File: src/rtl/eep_pkg.sv
// Shared types and constants for the execute stage: flag layout, datapath
// widths and the writeback beat carried through the skid buffer.
package eep_pkg;

  localparam int REG_WIDTH  = 16;
  localparam int REG_ADDR_W = 3;

  localparam int FLAG_N = 3;
  localparam int FLAG_Z = 2;
  localparam int FLAG_C = 1;
  localparam int FLAG_V = 0;

  typedef struct packed {
    logic n;
    logic z;
    logic c;
    logic v;
  } flags_t;

  typedef struct packed {
    logic [REG_WIDTH-1:0]  result;
    logic                  wen;
    logic [REG_ADDR_W-1:0] dest;
  } wb_beat_t;

  function automatic flags_t derive_flags(input logic [REG_WIDTH-1:0] result,
                                          input logic carry,
                                          input logic ovf);
    flags_t f;
    f.n = result[REG_WIDTH-1];
    f.z = (result == '0);
    f.c = carry;
    f.v = ovf;
    return f;
  endfunction

endpackage

File: src/rtl/alu_flag_stage_skid_buffer.sv
// Generic 2-entry valid/ready skid buffer. in_ready is registered so there is
// no combinational path from out_ready back to the producer.
module skid_buffer #(
  parameter type T = logic [7:0]
) (
  input  logic clk,
  input  logic rst_n,
  input  logic in_valid,
  output logic in_ready,
  input  T     in_data,
  output logic out_valid,
  input  logic out_ready,
  output T     out_data
);

  logic main_valid_q, main_valid_d;
  logic skid_valid_q, skid_valid_d;
  T     main_q, main_d;
  T     skid_q, skid_d;
  logic acc, emit;

  assign in_ready  = ~skid_valid_q;
  assign out_valid = main_valid_q;
  assign out_data  = main_q;

  assign acc  = in_valid & in_ready;
  assign emit = main_valid_q & out_ready;

  // An accept never coincides with a valid skid entry, since in_ready is low then.
  always_comb begin
    main_valid_d = main_valid_q;
    skid_valid_d = skid_valid_q;
    main_d       = main_q;
    skid_d       = skid_q;
    if (emit) begin
      if (skid_valid_q) begin
        main_d       = skid_q;
        skid_valid_d = 1'b0;
      end else if (acc) begin
        main_d = in_data;
      end else begin
        main_valid_d = 1'b0;
      end
    end else if (acc) begin
      if (!main_valid_q) begin
        main_d       = in_data;
        main_valid_d = 1'b1;
      end else begin
        skid_d       = in_data;
        skid_valid_d = 1'b1;
      end
    end
  end

  always_ff @(posedge clk or negedge rst_n) begin
    if (!rst_n) begin
      main_valid_q <= 1'b0;
      skid_valid_q <= 1'b0;
      main_q       <= '0;
      skid_q       <= '0;
    end else begin
      main_valid_q <= main_valid_d;
      skid_valid_q <= skid_valid_d;
      main_q       <= main_d;
      skid_q       <= skid_d;
    end
  end

endmodule

File: src/rtl/alu_flag_stage.sv
// Registered stage after the add/subtract unit: holds NZCV, feeds C back as
// carry-in, and forwards results to writeback through a skid buffer.
module alu_flag_stage
  import eep_pkg::*;
(
  input  logic                  clk,
  input  logic                  rst_n,
  input  logic                  in_valid,
  output logic                  in_ready,
  input  logic [REG_WIDTH-1:0]  in_result,
  input  logic                  in_carry,
  input  logic                  in_flagv,
  input  logic                  in_setflags,
  input  logic                  in_wen,
  input  logic [REG_ADDR_W-1:0] in_dest,
  input  logic                  flags_we,
  input  logic [3:0]            flags_wdata,
  output logic [3:0]            flags,
  output logic                  alu_carryin,
  output logic                  out_valid,
  input  logic                  out_ready,
  output logic [REG_WIDTH-1:0]  out_result,
  output logic                  out_wen,
  output logic [REG_ADDR_W-1:0] out_dest
);

  flags_t   flags_q, flags_d;
  wb_beat_t in_beat, out_beat;
  logic     acc;

  assign in_beat.result = in_result;
  assign in_beat.wen    = in_wen;
  assign in_beat.dest   = in_dest;

  skid_buffer #(.T(wb_beat_t)) u_skid (
    .clk       (clk),
    .rst_n     (rst_n),
    .in_valid  (in_valid),
    .in_ready  (in_ready),
    .in_data   (in_beat),
    .out_valid (out_valid),
    .out_ready (out_ready),
    .out_data  (out_beat)
  );

  assign out_result = out_beat.result;
  assign out_wen    = out_beat.wen;
  assign out_dest   = out_beat.dest;

  assign acc = in_valid & in_ready;

  // Flags track acceptance, not writeback; a flag-move write overrides the ALU.
  always_comb begin
    flags_d = flags_q;
    if (flags_we) begin
      flags_d = flags_t'(flags_wdata);
    end else if (acc && in_setflags) begin
      flags_d = derive_flags(in_result, in_carry, in_flagv);
    end
  end

  always_ff @(posedge clk or negedge rst_n) begin
    if (!rst_n) begin
      flags_q <= '0;
    end else begin
      flags_q <= flags_d;
    end
  end

  assign flags       = flags_q;
  assign alu_carryin = flags[FLAG_C];

endmodule
File: config.mk
export PLATFORM = sky130hd
export DESIGN_NAME = alu_flag_stage
export DESIGN_NICKNAME = d
export VERILOG_FILES = /design/src/rtl/eep_pkg.sv /design/src/rtl/alu_flag_stage_skid_buffer.sv /design/src/rtl/alu_flag_stage.sv
export SDC_FILE = /design/constraint.sdc
export NUM_CORES = 1
export LEC_CHECK = 0
export ABC_AREA = 1
export CAP_MARGIN = 20
export CORE_UTILIZATION = 25
export DETAILED_ROUTE_END_ITERATION = 16
export PLACE_DENSITY = 0.47
export SLEW_MARGIN = 20
export SYNTH_ARGS = -nofsm -noshare
export SYNTH_HDL_FRONTEND = slang
export SYNTH_SLANG_ARGS = --single-unit
export TNS_END_PERCENT = 30
File: constraint.sdc
create_clock -name clk -period 1.2 [get_ports clk]
set_input_delay 0.12 -clock clk [delete_from_list [all_inputs] [get_ports clk]]
set_output_delay 0.12 -clock clk [all_outputs]
set_load 0.1 [all_outputs]
======== Word level (Yosys, flattened, before mapping) ========
Cells that the tools add are included.
cells by class
  divide/modulo/power cells ............... 0
  $mul .................................... 0
  shift operators ......................... 0
  equal/unequal tests ..................... 3
  reduce and logical (&&, ||, !) cells .... 10
  magnitude comparators ................... 0
  bitwise gates (word level) .............. 4
  mux-type cells .......................... 14
  add/sub/neg operators ................... 0
operator list
  operator                              number
  20-bit two-way mux                    5
  16-bit zero test                      1
  3-bit AND reduction                   3
  4-bit two-way mux                     2
  2-bit nonzero test                    4
  1-bit two-way mux                     7
  2-bit != test, second input constant  3
  1-bit AND                             2
  1-bit NOT                             2
  2-bit AND reduction                   1
  1-bit logical AND                     1
storage, ports and cells
  bits in registers ....................... 46
  RAM bits ................................ 0
  word-level logic and storage cells ...... 43
  bits in latches ......................... 0
  output and inout bits ................... 27
  input bits .............................. 32
  memory bits (read-only) ................. 0
  memories kept ........................... 0

======== Longest topological paths before layout ========
  depth in word-level cells ............... 5
  mapped depth ............................ 8
  depth with buffers taken out ............ 7

======== Cells and area by module ========
From an unflattened synthesis, not the netlist that was laid out.
unflattened totals
  cells, all modules ...................... 300
  area total of the unflattened synthesis .. 2,252.2 um2
modules (own cells, without submodules)
  module          seq. area each (um2)  cells an instance  times used  area each (um2)
  skid_buffer     1,051.0               253                1           1,955.6
  alu_flag_stage  100.1                 47                 1           296.5

======== Worst setup path before layout ========
Ideal clock, no wire load.
  kind .................................... register to register
  start ................................... register u_skid.main_valid_q (netlist: u_skid.out_valid)
  end ..................................... register u_skid.skid_q[13] in the netlist's numbering
  library setup time ...................... 0.116 ns
  buffers on the path ..................... 1
  setup slack ............................. -0.676 ns
  stages on the path, launching flop included .. 7
  clock period less this slack ............ 1.876 ns
  required time ........................... 1.084 ns
  arrival time ............................ 1.759 ns
  cells stage by stage .................... dfrtp_1 inv_1 nor2_4 nand2_4 buf_4 nand2_1 nand2_1
between the ends
  word-level cells in the longest chain between the ends .. 3
RTL lines
  what                             RTL line                          RTL
  start: declaration               alu_flag_stage_skid_buffer.sv:16  logic main_valid_q, main_valid_d;
  start signal: assignment         alu_flag_stage_skid_buffer.sv:62  main_valid_q <= main_valid_d;
  1-bit AND                        alu_flag_stage_skid_buffer.sv:27  assign emit = main_valid_q & out_ready;
  1-bit NOT (no line)              -
  3-bit AND reduction (no line) *  -
  end signal: assignment           alu_flag_stage_skid_buffer.sv:65  skid_q <= skid_d;
  end: declaration                 alu_flag_stage_skid_buffer.sv:19  T skid_q, skid_d;
Mark *: on every way between the ends. The rest lies on a longest branch, timed or not.
A chain may end at the register's enable or synchronous reset.

======== Final worst setup path ========
  start ................................... register u_skid.main_valid_q (netlist: u_skid.out_valid)
  end ..................................... register u_skid.main_q (netlist bit u_skid.out_data[3])
between the ends
  word-level cells in the longest chain between the ends .. 3
  elaborated cells between the ends (all ways) .. 5
  classes of those cells .................. eq/ne: 1; mux: 1; bitwise: 1; reduce/logical: 2
RTL lines
  what                                                           RTL line                          RTL
  1-bit AND                                                      alu_flag_stage_skid_buffer.sv:27
  2-bit != test (no line) or 2-bit nonzero test (tied branches)  -
  3-bit AND reduction (no line)                                  -
  end signal: assignment                                         alu_flag_stage_skid_buffer.sv:64  main_q <= main_d;
  end: declaration                                               alu_flag_stage_skid_buffer.sv:18  T main_q, main_d;
Several ways; a longest one is shown, not always the timed one.

==> metrics.md <==
| Metric | Value |
|---|---|
| Status | `finished, violations left` |
| Violated checks | `setup timing` |
| Mean Syn Cell Area | `7.77 µm²` |
| Die height | `96.5 µm` |
| Tmin final | `1280 ps` |
| Core Rows | `34` |
| Initial Utilization | `25.7%` |
| Synth-to-layout area growth | `59.6%` |
| Post-Place Worst Slack | `-227 ps` |
| Most frequent cells in the layout | `nand2_1, dfrtp_1, nand3_1, buf_12, clkdlybuf4s50_1` |
| Final std cells w/o fill | `478` |
| Buffers added on ports | `58` |
| ANT cells | `0` |
| Critical-path maximum fanout | `20` |
| Synthesis Warnings | `0` |
| Routed vias | `2018` |
| Initial DRT Pass Iterations | `4` |
| Clk pin slew, worst setup/hold paths | `80 ps` |
| Critical Path Start | `u_skid.out_valid` |
| Fillers | `903` |
| Syn Inst Count | `287` |
| Synth top area share | `51.6%` |
| Gr usage total | `13.5%` |
| First-pass GRT wire length | `9320 µm` |
| Setup violators final | `22` |
| Die area | `9310 µm²` |
| RSZ-0062 raised after global routing | `yes` |
| Final Cycle Share | `106%` |
| Worst Setup End Kind | `flip-flop` |
| Vias in the first global route | `1790` |
| Leading area contributor after synthesis | `dfrtp_1` |
| Initial antenna violation count | `0` |
| Share of cells above drive strength 1 | `23.8%` |
| Crit path to | `u_skid.out_data[3]` |
| R2r endpoint | `u_skid.out_data[3]` |
| R2r setup slk | `-80 ps` |
| Slew headroom | `69.6%` |
| Post-DP HPWL | `4340 µm` |
| Largest net degree at the start of global routing | `29` |
| LEAKAGE | `1.81 nW` |
| CTS sink cnt | `46` |
| Data required, critical path | `1440 ps` |
| Syn nets | `319` |
| TritonCTS clock tree | `done` |
| R2R Path Start | `u_skid.out_valid` |
| Antenna viol nets, final | `0` |
| Total of max-cap violations | `0` |
| Grt total ovfl | `0` |
| Worst-Margin Slew | `456 ps` |
| Max VDD drop | `454 µV` |
| PD cells | `888 nW/µm²` |
| Hold crit path type | `in2async` |
| Fin util | `41.0%` |
| Cells on worst reg2reg path | `7` |
| Area of the mapped netlist | `2230 µm²` |
| Via/cell ratio | `4.22` |
| Initial detailed-routing violation count | `180` |
| Placed Cells | `469` |
| Synth unique cells | `22` |
| Final hold viol count | `0` |
| Max Clock Freq | `783 MHz` |
| Clk Latency, worst-skew pair | `300 ps` |
| Final worst slack | `-76.3 ps` |
| Register area share after synthesis | `51.6%` |
| Commonest non-fill, non-tap cell in the layout | `nand2_1` |
| DR DRC count | `0` |
| Wire per inst | `12.3 µm` |
| Max-slew violations | `0` |
| Core Area | `8680 µm²` |
| CTS HTree Levels | `2` |
| Num CTS Buffers | `5` |
| I/O pin count | `59` |
| Worst hold margin | `296 ps` |
| CTS max path bufs | `2` |
| Nets | `401` |
| Arrival time worst endpoint | `1520 ps` |
| Root Buffer | `clkbuf_8` |
| Yosys reg bits | `46` |
| Critical path type | `reg2reg` |
| RePlAce Congestion | `0.724` |
| Synth area leaders | `dfrtp_1, nand2_1, nand3_1, buf_6, nor2_1` |
| Setup crit start kind | `flip-flop` |
| Die span in x | `96.5 µm` |
| Max Clock Skew | `2.35 ps` |
| Overall routed net length | `5880 µm` |
-- worst max-delay path, stage by stage (launching register included) --
cell	delay, ps
dfrtp_4	520
inv_4	80
nor2_4	50
buf_4	140
a21oi_4	130
buf_12	170
nand2_1	70
nand2_1	60
-- worst min-delay path by stage --
stage          cells past startpoint   from  slack [ps]             endpoint
5_1_grt                            2  rst_n         340    u_skid.skid_q[19]
3_5_place_dp                       1  rst_n          90  u_skid.out_data[17]
4_1_cts                            2  rst_n         310  u_skid.out_data[17]
6_report                           2  rst_n         300  u_skid.out_data[17]
2_1_floorplan                      0  rst_n        -180          alu_carryin
3_3_place_gp                       1  rst_n         100  u_skid.out_data[17]
-- cells by family after synthesis --
family | Yosys count | share of synthesized area (%)
compound gates | 20 | 5.16
flops | 46 | 51.6
simple gates | 193 | 35.8
buf+inv | 28 | 7.40
-- Yosys cell counts (all sizes together) --
master  number
or2          2
nand3       31
inv         14
nor3         1
buf         13
nand2      144
nor2        14
clkbuf       1
dfrtp       46
a21oi        6
o21ai       14
nand4        1
-- through the flow --
step	setup TNS, ps	cell area [µm²]	power, mW
after global routing	-3390	3560	3.28
after detailed placement	-7630	3390	2.09
final	-1200	3560	3.16
after CTS	-893	3520	3.20
after floorplan	-7330	2240	1.79
after global placement	-7730	3390	2.09
-- layer usage --
metal	GRT usage (%)	vias up	part of all wire [%]
li1	-	1060	-
met1	20.2	902	49
met2	19.7	50	46
met3	2.50	6	4.4
met4	4.04	0	1.3
met5	0	-	0
-- power breakdown --
group          switching [mW]  internal (mW)
logic                   0.255          0.219
registers              0.0188           1.56
clock network           0.525          0.582
total                   0.798           2.36
-- registers in the layout (all words and copies together), names as in the netlist --
name	cells
u_skid.skid_valid_q	1
alu_carryin	1
u_skid.out_valid	1
flags	3
u_skid.out_data	20
u_skid.skid_q	20
-- layout make-up --
class / count / area (µm²) / area share, %
flip-flops and latches: 46 / 1160 / 32.5
clock buffers: 8 / 110 / 3.09
inverters: 14 / 65.1 / 1.83
well taps: 108 / 135 / 3.80
repair buffers: 89 / 1150 / 32.3
multi-input cells: 213 / 942 / 26.5
-- timing repair --
action | CTS | global route
hold buffers | 1 | 0
endpoints found under the hold margin | 13 | 0
setup buffers | 1 | 0
pin swaps | 0 | 1
resized for setup | 3 | 12
setup endpoints to repair | 46 | 45
Note: power is estimated with default switching activity, not from simulation.
